### config.mk
export PLATFORM = sky130hd
export DESIGN_NAME = player2_ai_ctrl
export DESIGN_NICKNAME = d
export VERILOG_FILES = /design/src/rtl/bv_ai_pkg.sv /design/src/rtl/vsync_edge_det.sv /design/src/rtl/player2_ai_ctrl.sv
export SDC_FILE = /design/constraint.sdc
export NUM_CORES = 1
export LEC_CHECK = 0
export BUFFER_PORTS_ARGS = -buffer_cell sky130_fd_sc_hd__buf_4
export CORE_MARGIN = 10
export CORE_UTILIZATION = 50
export DETAILED_ROUTE_END_ITERATION = 12
export HOLD_SLACK_MARGIN = 0.06
export PLACE_DENSITY = 0.69
export SYNTH_ARGS = -nofsm -noshare
export SYNTH_HDL_FRONTEND = slang
export SYNTH_HIERARCHICAL = 1
export SYNTH_SLANG_ARGS = --single-unit
### constraint.sdc
create_clock -name pclk -period 9.05 [get_ports pclk]
set_input_delay 2.2625 -clock pclk [delete_from_list [all_inputs] [get_ports pclk]]
set_output_delay 2.2625 -clock pclk [all_outputs]
set_load 0.005 [all_outputs]
### src/rtl/bv_ai_pkg.sv
// Shared definitions for the volleyball AI blocks: jump state encoding,
// position width and the jitter LFSR seed/taps.
package bv_ai_pkg;

    localparam int POS_W = 12;

    typedef enum logic [1:0] {
        GROUND = 2'd0,
        RISE   = 2'd1,
        FALL   = 2'd2
    } jump_state_e;

    // Fibonacci taps 16,14,13,11 map to bits 15,13,12,10.
    localparam logic [15:0] LFSR_SEED = 16'hACE1;
    localparam logic [15:0] LFSR_TAPS = 16'hB400;

    function automatic logic [15:0] lfsr_next(input logic [15:0] s);
        return {s[14:0], ^(s & LFSR_TAPS)};
    endfunction

endpackage

### src/rtl/vsync_edge_det.sv
// Rising-edge detector on vsync: produces a one-cycle frame tick.
module vsync_edge_det (
    input  logic pclk_i,
    input  logic rst_ni,
    input  logic vsync_i,
    output logic tick_o
);

    logic vsync_q;

    always_ff @(posedge pclk_i or negedge rst_ni) begin
        if (!rst_ni) begin
            vsync_q <= 1'b0;
        end else begin
            vsync_q <= vsync_i;
        end
    end

    assign tick_o = vsync_i & ~vsync_q;

endmodule

### src/rtl/player2_ai_ctrl.sv
// Computer-controlled player 2: tracks the ball once per frame and jumps with
// integer gravity. Define AI_JITTER_EN to add LFSR noise to the aim point.
module player2_ai_ctrl
    import bv_ai_pkg::*;
#(
    parameter int HOME_X     = 800,
    parameter int GROUND_Y   = 680,
    parameter int NET_X      = 512,
    parameter int X_MIN      = 530,
    parameter int X_MAX      = 960,
    parameter int STEP       = 6,
    parameter int AIM_OFFSET = 16,
    parameter int JUMP_V     = 20,
    parameter int GRAVITY    = 1,
    parameter int JUMP_DX    = 60,
    parameter int JUMP_Y_HI  = 300,
    parameter int JUMP_Y_LO  = 500
) (
    input  logic             pclk,
    input  logic             rst,
    input  logic             vsync,
    input  logic             enable,
    input  logic [POS_W-1:0] ball_xpos,
    input  logic [POS_W-1:0] ball_ypos,
    output logic [POS_W-1:0] xpos,
    output logic [POS_W-1:0] ypos,
    output logic             in_air
);

    localparam logic [POS_W-1:0] HOME_XL   = POS_W'(HOME_X);
    localparam logic [POS_W-1:0] GROUND_YL = POS_W'(GROUND_Y);
    localparam logic [POS_W-1:0] NET_XL    = POS_W'(NET_X);
    localparam logic [POS_W-1:0] JUMP_VL   = POS_W'(JUMP_V);
    localparam logic [POS_W-1:0] GRAVITYL  = POS_W'(GRAVITY);
    localparam logic [POS_W-1:0] JUMP_DXL  = POS_W'(JUMP_DX);
    localparam logic [POS_W-1:0] Y_HIL     = POS_W'(JUMP_Y_HI);
    localparam logic [POS_W-1:0] Y_LOL     = POS_W'(JUMP_Y_LO);
    localparam logic [POS_W:0]   STEPL     = (POS_W+1)'(STEP);

    function automatic logic [POS_W-1:0] clamp_x(input logic signed [POS_W+1:0] v);
        if (v < (POS_W+2)'(X_MIN)) return POS_W'(X_MIN);
        if (v > (POS_W+2)'(X_MAX)) return POS_W'(X_MAX);
        return POS_W'(v);
    endfunction

    logic tick;

    vsync_edge_det u_vsync_edge (
        .pclk_i (pclk),
        .rst_ni (rst),
        .vsync_i(vsync),
        .tick_o (tick)
    );

    jump_state_e              state_q, state_d;
    logic [POS_W-1:0]         xpos_q, xpos_d;
    logic [POS_W-1:0]         ypos_q, ypos_d;
    logic [POS_W-1:0]         vy_q, vy_d;
    logic [POS_W:0]           aim_sum;
    logic signed [POS_W+1:0]  aim_s;
    logic [POS_W-1:0]         target;
    logic [POS_W:0]           xdiff;
    logic [POS_W-1:0]         ball_dx;
    logic                     ball_right;
    logic                     trigger;
    logic signed [POS_W:0]    rise_y;
    logic [POS_W:0]           fall_y;

`ifdef AI_JITTER_EN
    logic [15:0] lfsr_q;

    always_ff @(posedge pclk or negedge rst) begin
        if (!rst) begin
            lfsr_q <= LFSR_SEED;
        end else if (tick) begin
            lfsr_q <= lfsr_next(lfsr_q);
        end
    end

    assign aim_s = $signed({1'b0, aim_sum}) + (POS_W+2)'($signed(lfsr_q[3:0]));
`else
    assign aim_s = $signed({1'b0, aim_sum});
`endif

    assign aim_sum    = {1'b0, ball_xpos} + (POS_W+1)'(AIM_OFFSET);
    assign ball_right = enable && (ball_xpos >= NET_XL);
    assign target     = ball_right ? clamp_x(aim_s) : HOME_XL;
    assign ball_dx    = (ball_xpos >= xpos_q) ? (ball_xpos - xpos_q) : (xpos_q - ball_xpos);
    assign trigger    = ball_right && (ball_dx <= JUMP_DXL) &&
                        (ball_ypos >= Y_HIL) && (ball_ypos <= Y_LOL);
    assign rise_y     = $signed({1'b0, ypos_q}) - $signed({1'b0, vy_q});
    assign fall_y     = {1'b0, ypos_q} + {1'b0, vy_q} + {1'b0, GRAVITYL};

    always_comb begin
        state_d = state_q;
        xpos_d  = xpos_q;
        ypos_d  = ypos_q;
        vy_d    = vy_q;
        xdiff   = '0;
        if (tick) begin
            // Horizontal walk toward the target, independent of jump state.
            if (target >= xpos_q) begin
                xdiff  = {1'b0, target} - {1'b0, xpos_q};
                xpos_d = (xdiff <= STEPL) ? target : xpos_q + POS_W'(STEP);
            end else begin
                xdiff  = {1'b0, xpos_q} - {1'b0, target};
                xpos_d = (xdiff <= STEPL) ? target : xpos_q - POS_W'(STEP);
            end

            unique case (state_q)
                GROUND: begin
                    if (trigger) begin
                        state_d = RISE;
                        vy_d    = JUMP_VL;
                    end
                end
                RISE: begin
                    ypos_d = (rise_y < 0) ? '0 : POS_W'(rise_y);
                    if (vy_q <= GRAVITYL) begin
                        state_d = FALL;
                        vy_d    = '0;
                    end else begin
                        vy_d = vy_q - GRAVITYL;
                    end
                end
                FALL: begin
                    if (fall_y >= {1'b0, GROUND_YL}) begin
                        ypos_d  = GROUND_YL;
                        state_d = GROUND;
                        vy_d    = '0;
                    end else begin
                        ypos_d = POS_W'(fall_y);
                        vy_d   = vy_q + GRAVITYL;
                    end
                end
                default: begin
                    state_d = GROUND;
                    ypos_d  = GROUND_YL;
                    vy_d    = '0;
                end
            endcase
        end
    end

    always_ff @(posedge pclk or negedge rst) begin
        if (!rst) begin
            state_q <= GROUND;
            xpos_q  <= HOME_XL;
            ypos_q  <= GROUND_YL;
            vy_q    <= '0;
        end else begin
            state_q <= state_d;
            xpos_q  <= xpos_d;
            ypos_q  <= ypos_d;
            vy_q    <= vy_d;
        end
    end

    assign xpos   = xpos_q;
    assign ypos   = ypos_q;
    assign in_air = (state_q != GROUND);

endmodule
==> impl_metrics.ini, run 1 <==
[status]
status = finished, final reports clean

[cells_and_area]
nNetsFinal = 1002
syn_to_final_growth_pct = 10.3
n_fill_cell = 1198
num_antenna_cells = 0
utilization_pct = 56.1
drive_gt1_share_pct = 11.0

[clock_network]
hold_buffers = 0
cts_sinks = 39
clkTransAtPathRegs_ns = 0.06
cts_buffers = 5
clockRootBuffer = clkbuf_16
post_cts_buffers = 0
h-tree-depth = 2
cts_resized = 0
cts.path.max_buffers = 2
tritoncts = yes
clock_latency_ns = 0.29

[route]
via_per_inst = 6.46
first_pass_iters = 5
drt-initial-drc-count = 782
wl_um = 20200
ant_nets = 0
drc_errors = 0
num_vias = 6838
wl_per_cell_um = 19.0

[sta]
slew_violations = 0
timing.final.crit_share_pct = 85.3
slew_headroom_pct = 14.7
rsz0062_at_grt = false
min_period_ns = 7.72
max_freq_mhz = 130
final_hold_viol_count = 0
fin_skew_ns = 0.00605
worstMarginPinSlew_ns = 1.27
fin_setup_tns_ns = 0
finalSetupViolations = 0

[power_and_ir_drop]
swShare_pct = 55.0
leakage_nw = 3.08
pwr-share-seq_pct = 16.8
intPower_w = 0.00111
powerDensity_mw_per_mm2 = 351
vdd_drop_max_v = 0.000144
finalPower_w = 0.00246
p_switching_w = 0.00135
clockPowerShare_pct = 7.3
comb_power_share_pct = 75.9

[grt]
antenna_found_initial = 0
gr-total-overflow = 0
grt_pass1_vias = 6410
grt_pass1_wl_um = 32700
grt_max_degree = 40
track_usage_pct = 21.8

[synthesis]
synth_top_area_cell = ha_1
synthTopCellsByArea = ha_1 (17%), dfrtp_1 (13%), a21oi_1 (4.8%), inv_1 (4.8%), o21ai_0 (4.1%)
async_flop_share_pct = 100
synth_top_area_share_pct = 16.5
synth_warnings = 6
syn_inst = 850
synth_ff_type = dfrtp_1
postSynthAreaPerCell_um2 = 7.49
synth_edf_count = 0
ys_seq_area_share_pct = 15.5
ys_seq_elements = 39
syn_area_mm2 = 0.00636
synth_cell_types = 83

[critical_path]
crit_path_start_kind = primary input
rr_startpoint = xpos[1]$_DFFE_PN0P_
worst-path-buf-inv = 2
required_ns = 9.20
crit_path_max_fanout = 17
crit_path_top_delay_cell = nor2_1
crit_cells = 21
endpoint = xpos[2]$_DFFE_PN0P_
timing.rr.end = vy_q[7]$_DFFE_PN0P_
path_delay_family = simple AND/OR/NAND/NOR gates
arrival_ns = 7.87
ff2ff_setup_slack_ns = 4.04
reg2regPathDepth = 12
crit_top_cell = nor2_1
cp_slowest_stage_delay_ns = 0.86
end_kind = flop
crit_type = primary input to flop
path_cells = buf_4 > ha_1 > inv_1 > nor3_1 > mux2_2 > nor2_1 > o31a_1 > a41o_1 > nor2b_1 > and2_1 > ha_1 > nor2_1 > a311oi_1 > nor4_1 > o31ai_1 > o21ai_0 > nand2_1 > nor2_1 > nor2_1 > a221oi_1 > a21oi_1
critPathLaunch = ball_xpos[4]

[floorplan]
core-area_mm2 = 0.0125
rows = 41
chipWidth_um = 133
initial_core_util_pct = 50.8
die_height_um = 133
ios = 53
die-area_mm2 = 0.0176

[place]
io_buffer_count = 52
hpwl_um = 15900
finalWeightedCongestion = 0.969

[job]
maxCapViolCount = 0

[worst_hold_path]
min_path_type = flop to flop
## synthesized netlist by cell type (all sizes together) (5+ instances only)
cell / instances
ha: 84
inv: 82
nor2: 68
a21oi: 62
o21ai: 59
nand2: 52
dfrtp: 32
nand3: 27
nor3: 27
xnor2: 27
clkbuf: 24
o31ai: 19
o21a: 16
a211oi: 15
a31oi: 15
nand4: 14
a21o: 13
and3: 13
nor2b: 11
nand2b: 10
or3: 10
nor4: 8
o22ai: 8
or2: 8
a221o: 7
a31o: 7
buf: 7
dfstp: 7
mux2i: 7
o211ai: 6
a22o: 5
mux2: 5
xor2: 5
## worst register-to-register path, delay by kind of cell (launching register included)
| kind | cells | cell delay [ns] |
|---|---|---|
| adders and majority gates | 1 | 0.30 |
| DFF | 1 | 0.63 |
| and+or+nand+nor | 3 | 1.27 |
| muxes | 1 | 0.28 |
| AOI/OAI and AO/OA | 5 | 2.05 |
| xor gates and xnor gates | 1 | 0.08 |
| buffers and inverters | 1 | 0.27 |
## metal layers
layer	part of all wire, %	track usage (%)
met5	0	0
met4	1.4	5.62
met3	9.6	3.67
met2	44	33.4
met1	45	30.8
## cell families after synthesis
| group | count (synthesis) | synth area share [%] |
|---|---|---|
| multiplexers | 12 | 2.04 |
| AND/OR/NAND/NOR | 266 | 21.0 |
| AO/OA/AOI/OAI | 297 | 32.2 |
| adder cells (fa/ha/maj) | 88 | 17.8 |
| other | 2 | 0.118 |
| buffers and inverters | 114 | 7.04 |
| XOR/XNOR | 32 | 4.40 |
| flip-flops | 39 | 15.5 |
## registers in the layout (all words and copies together), names as in the netlist
register              count
ypos                     12
xpos                     12
u_vsync_edge/vsync_q      1
state_q                   2
vy_q                     12
## layout make-up
| class | instances | area, um2 | share of cell area (%) |
|---|---|---|---|
| Clock inverter | 2 | 12.5 | 0.178 |
| Inverter | 83 | 312 | 4.44 |
| Sequential cell | 39 | 985 | 14.0 |
| Timing Repair Buffer | 56 | 420 | 5.99 |
| Multi-Input combinational cell | 701 | 4950 | 70.5 |
| Tap cell | 172 | 215 | 3.07 |
| Clock buffer | 6 | 129 | 1.84 |
## layout by cell type (no fill, tap or decap), drive strengths merged, types with 27 or more instances in the layout
cell	n
a21oi	62
buf	56
dfrtp	32
ha	84
inv	82
nand2	52
nand3	27
nor2	68
nor3	27
o21ai	59
xnor2	27
## power groups by stage
stage	clock, W	sequential (W)	combinational (W)
3_5_place_dp	0	0.000411	0.00182
5_1_grt	0.000187	0.000426	0.00206
4_1_cts	0.000181	0.000408	0.00183
2_1_floorplan	0	0.000341	0.00139
6_report	0.000179	0.000414	0.00187
3_3_place_gp	0	0.000408	0.00178
## worst min-delay path by stage
| stage | end | slack, ns | cells after the start | start |
|---|---|---|---|---|
| after floorplan | vy_q[8]$_DFFE_PN0P_ | 0.51 | 1 | vy_q[8]$_DFFE_PN0P_ |
| after global routing | ypos[9]$_DFFE_PN1P_ | 0.55 | 2 | ypos[9]$_DFFE_PN1P_ |
| final | ypos[9]$_DFFE_PN1P_ | 0.54 | 2 | ypos[9]$_DFFE_PN1P_ |
| after CTS | ypos[9]$_DFFE_PN1P_ | 0.54 | 2 | ypos[9]$_DFFE_PN1P_ |
| after detailed placement | ypos[9]$_DFFE_PN1P_ | 0.53 | 2 | ypos[9]$_DFFE_PN1P_ |
| after global placement | ypos[9]$_DFFE_PN1P_ | 0.54 | 2 | ypos[9]$_DFFE_PN1P_ |
## stage by stage
step | area [um2] | worst slack, ns | instances | hold WS [ns]
after CTS | 7020 | 1.44 | 1059 | 0.539
after detailed placement | 6880 | 1.18 | 1051 | 0.530
after global placement | 6880 | 1.34 | 1051 | 0.537
final | 7020 | 1.33 | 1059 | 0.543
after global routing | 7020 | 0.726 | 1059 | 0.552
after floorplan | 6380 | 2.18 | 854 | 0.506
Power figures use the tool's default switching activity.
==> run 2, diff against run 1 <==
--- a/config.mk
+++ b/config.mk
@@ -10,7 +10,8 @@
 export CORE_UTILIZATION = 50
 export DETAILED_ROUTE_END_ITERATION = 12
 export HOLD_SLACK_MARGIN = 0.06
-export PLACE_DENSITY = 0.69
+export PLACE_DENSITY_LB_ADDON = 0.1
+export SLEW_MARGIN = 30
 export SYNTH_ARGS = -nofsm -noshare
 export SYNTH_HDL_FRONTEND = slang
 export SYNTH_HIERARCHICAL = 1
==> run 2 against run 1 <==
Against the previous run:
- total power up 1.8%
- sequential cell count unchanged
- largest cell class unchanged
- worst setup slack gained 0.0059 ns
- clock skew up 0.0024 ns
- sequential share of layout area fell by 0.070 points
- sequential power fell by 4%
- utilization up 0.28 points
- hold slack got worse by 0.0099 ns
- count of clock-buffer cells in the layout is the same
==> impl_metrics.ini, run 2 (synthesized netlist as in run 1, its figures left out) <==
[status]
status = finished, final reports clean

[floorplan]
die-area_mm2 = 0.0176
rows = 41
ios = 53
chipWidth_um = 133
core-area_mm2 = 0.0125
initial_core_util_pct = 50.8
die_height_um = 133

[clock_network]
clock_latency_ns = 0.30
hold_buffers = 0
clkTransAtPathRegs_ns = 0.06
tritoncts = yes
cts.path.max_buffers = 2
h-tree-depth = 2
clockRootBuffer = clkbuf_16
cts_buffers = 5
cts_sinks = 39
post_cts_buffers = 0
cts_resized = 0

[critical_path]
crit_path_max_fanout = 17
crit_type = primary input to flop
required_ns = 9.26
arrival_ns = 7.93
end_kind = flop
crit_path_start_kind = primary input

[power_and_ir_drop]
p_switching_w = 0.00136
powerDensity_mw_per_mm2 = 355
vdd_drop_max_v = 0.000154
pwr-share-seq_pct = 15.9
clockPowerShare_pct = 8.7
comb_power_share_pct = 75.4
leakage_nw = 3.10
swShare_pct = 54.3
intPower_w = 0.00115

[grt]
grt_max_degree = 40
grt_pass1_vias = 6593
antenna_found_initial = 0
track_usage_pct = 22.1
gr-total-overflow = 0
grt_pass1_wl_um = 32800

[cells_and_area]
nNetsFinal = 1002
utilization_pct = 56.4
layout_commonest_cell = ha_1
final_cell_mix = ha_1 (84), inv_1 (81), nor2_1 (66)
syn_to_final_growth_pct = 10.9
stdcell_area_mm2 = 0.00705
drive_gt1_share_pct = 11.3
num_antenna_cells = 0

[sta]
rsz0062_at_grt = false
fin_setup_tns_ns = 0
finalSetupViolations = 0
min_period_ns = 7.71
slew_headroom_pct = 39.1
fin_ws_ns = 1.34
worstMarginPinSlew_ns = 0.902
timing.final.crit_share_pct = 85.2
final_hold_viol_count = 0
whs_ns = 0.533
slew_violations = 0
max_freq_mhz = 130
fin_skew_ns = 0.00845

[route]
drc_errors = 0
ant_nets = 0
num_vias = 6716
via_per_inst = 6.34
wl_um = 20300
first_pass_iters = 5
drt-initial-drc-count = 505
wl_per_cell_um = 19.1

[place]
post-place-ws_ns = 1.17
io_buffer_count = 52
place_area_mm2 = 0.00688
hpwl_um = 16100
finalWeightedCongestion = 0.926

[job]
maxCapViolCount = 0

[worst_hold_path]
min_path_type = flop to flop
==> run 2: area by class of cell <==
type	count	area (um2)
fill	1223	5460
multi-input combinational	701	4950
sequential	39	985
timing repair buffer	56	420
inverter	83	312
tap	172	215
clock buffer	6	139
clock inverter	2	35.0
==> run 2: worst paths after layout <==
check	from	to	slack, ns	cells past startpoint
setup / recovery	ball_xpos[4]	xpos[9]$_DFFE_PN1P_	1.34	25
hold / removal	ypos[7]$_DFFE_PN1P_	ypos[7]$_DFFE_PN1P_	0.53	2
setup reg to reg	xpos[1]$_DFFE_PN0P_	vy_q[0]$_DFFE_PN0P_	4.18	12
hold reg to reg	ypos[7]$_DFFE_PN1P_	ypos[7]$_DFFE_PN1P_	0.53	2
max in group asynchronous	rst	xpos[8]$_DFFE_PN1P_	6.70	1
min in group asynchronous	rst	ypos[2]$_DFFE_PN0P_	1.96	1
==> run 2: metal layers <==
layer | wire length (um) | part of all wire, % | track usage [%] | vias up
li1 | - | - | - | 3211
met1 | 8310 | 41 | 25.5 | 3176
met2 | 10100 | 50 | 39.2 | 273
met3 | 1170 | 5.8 | 3.75 | 56
met4 | 662 | 3.3 | 9.35 | 0
met5 | 0 | 0 | 0 | -
==> run 2: power by group through the flow <==
| stage | registers (W) | logic (W) | clock network, W |
|---|---|---|---|
| 6_report | 0.000399 | 0.00189 | 0.000218 |
| 3_3_place_gp | 0.000396 | 0.00181 | 0 |
| 2_1_floorplan | 0.000341 | 0.00139 | 0 |
| 5_1_grt | 0.000413 | 0.00208 | 0.000227 |
| 3_5_place_dp | 0.000399 | 0.00185 | 0 |
| 4_1_cts | 0.000396 | 0.00186 | 0.000221 |
==> run 2: through the flow <==
step           total power, W  cells
3_3_place_gp          0.00221   1050
3_5_place_dp          0.00225   1051
4_1_cts               0.00248   1059
2_1_floorplan         0.00173    854
5_1_grt               0.00272   1059
6_report              0.00251   1059
==> run 2: worst max-delay path, cell delays in order <==
cell,delay (ns)
buf_4,0.12
ha_1,0.25
inv_1,0.10
nor3_1,0.31
mux2_2,0.39
nor2_1,0.15
o31a_1,0.18
a41o_1,0.16
nor2b_1,0.32
nand2_1,0.15
inv_1,0.08
ha_1,0.16
inv_1,0.05
fa_1,0.41
a21oi_1,0.29
o21a_1,0.17
xnor2_1,0.08
a2111o_1,0.33
nor4_1,0.31
o2111a_1,0.36
nor2_1,0.06
buf_4,0.20
nor2_1,0.61
o31ai_1,0.16
a211oi_1,0.26
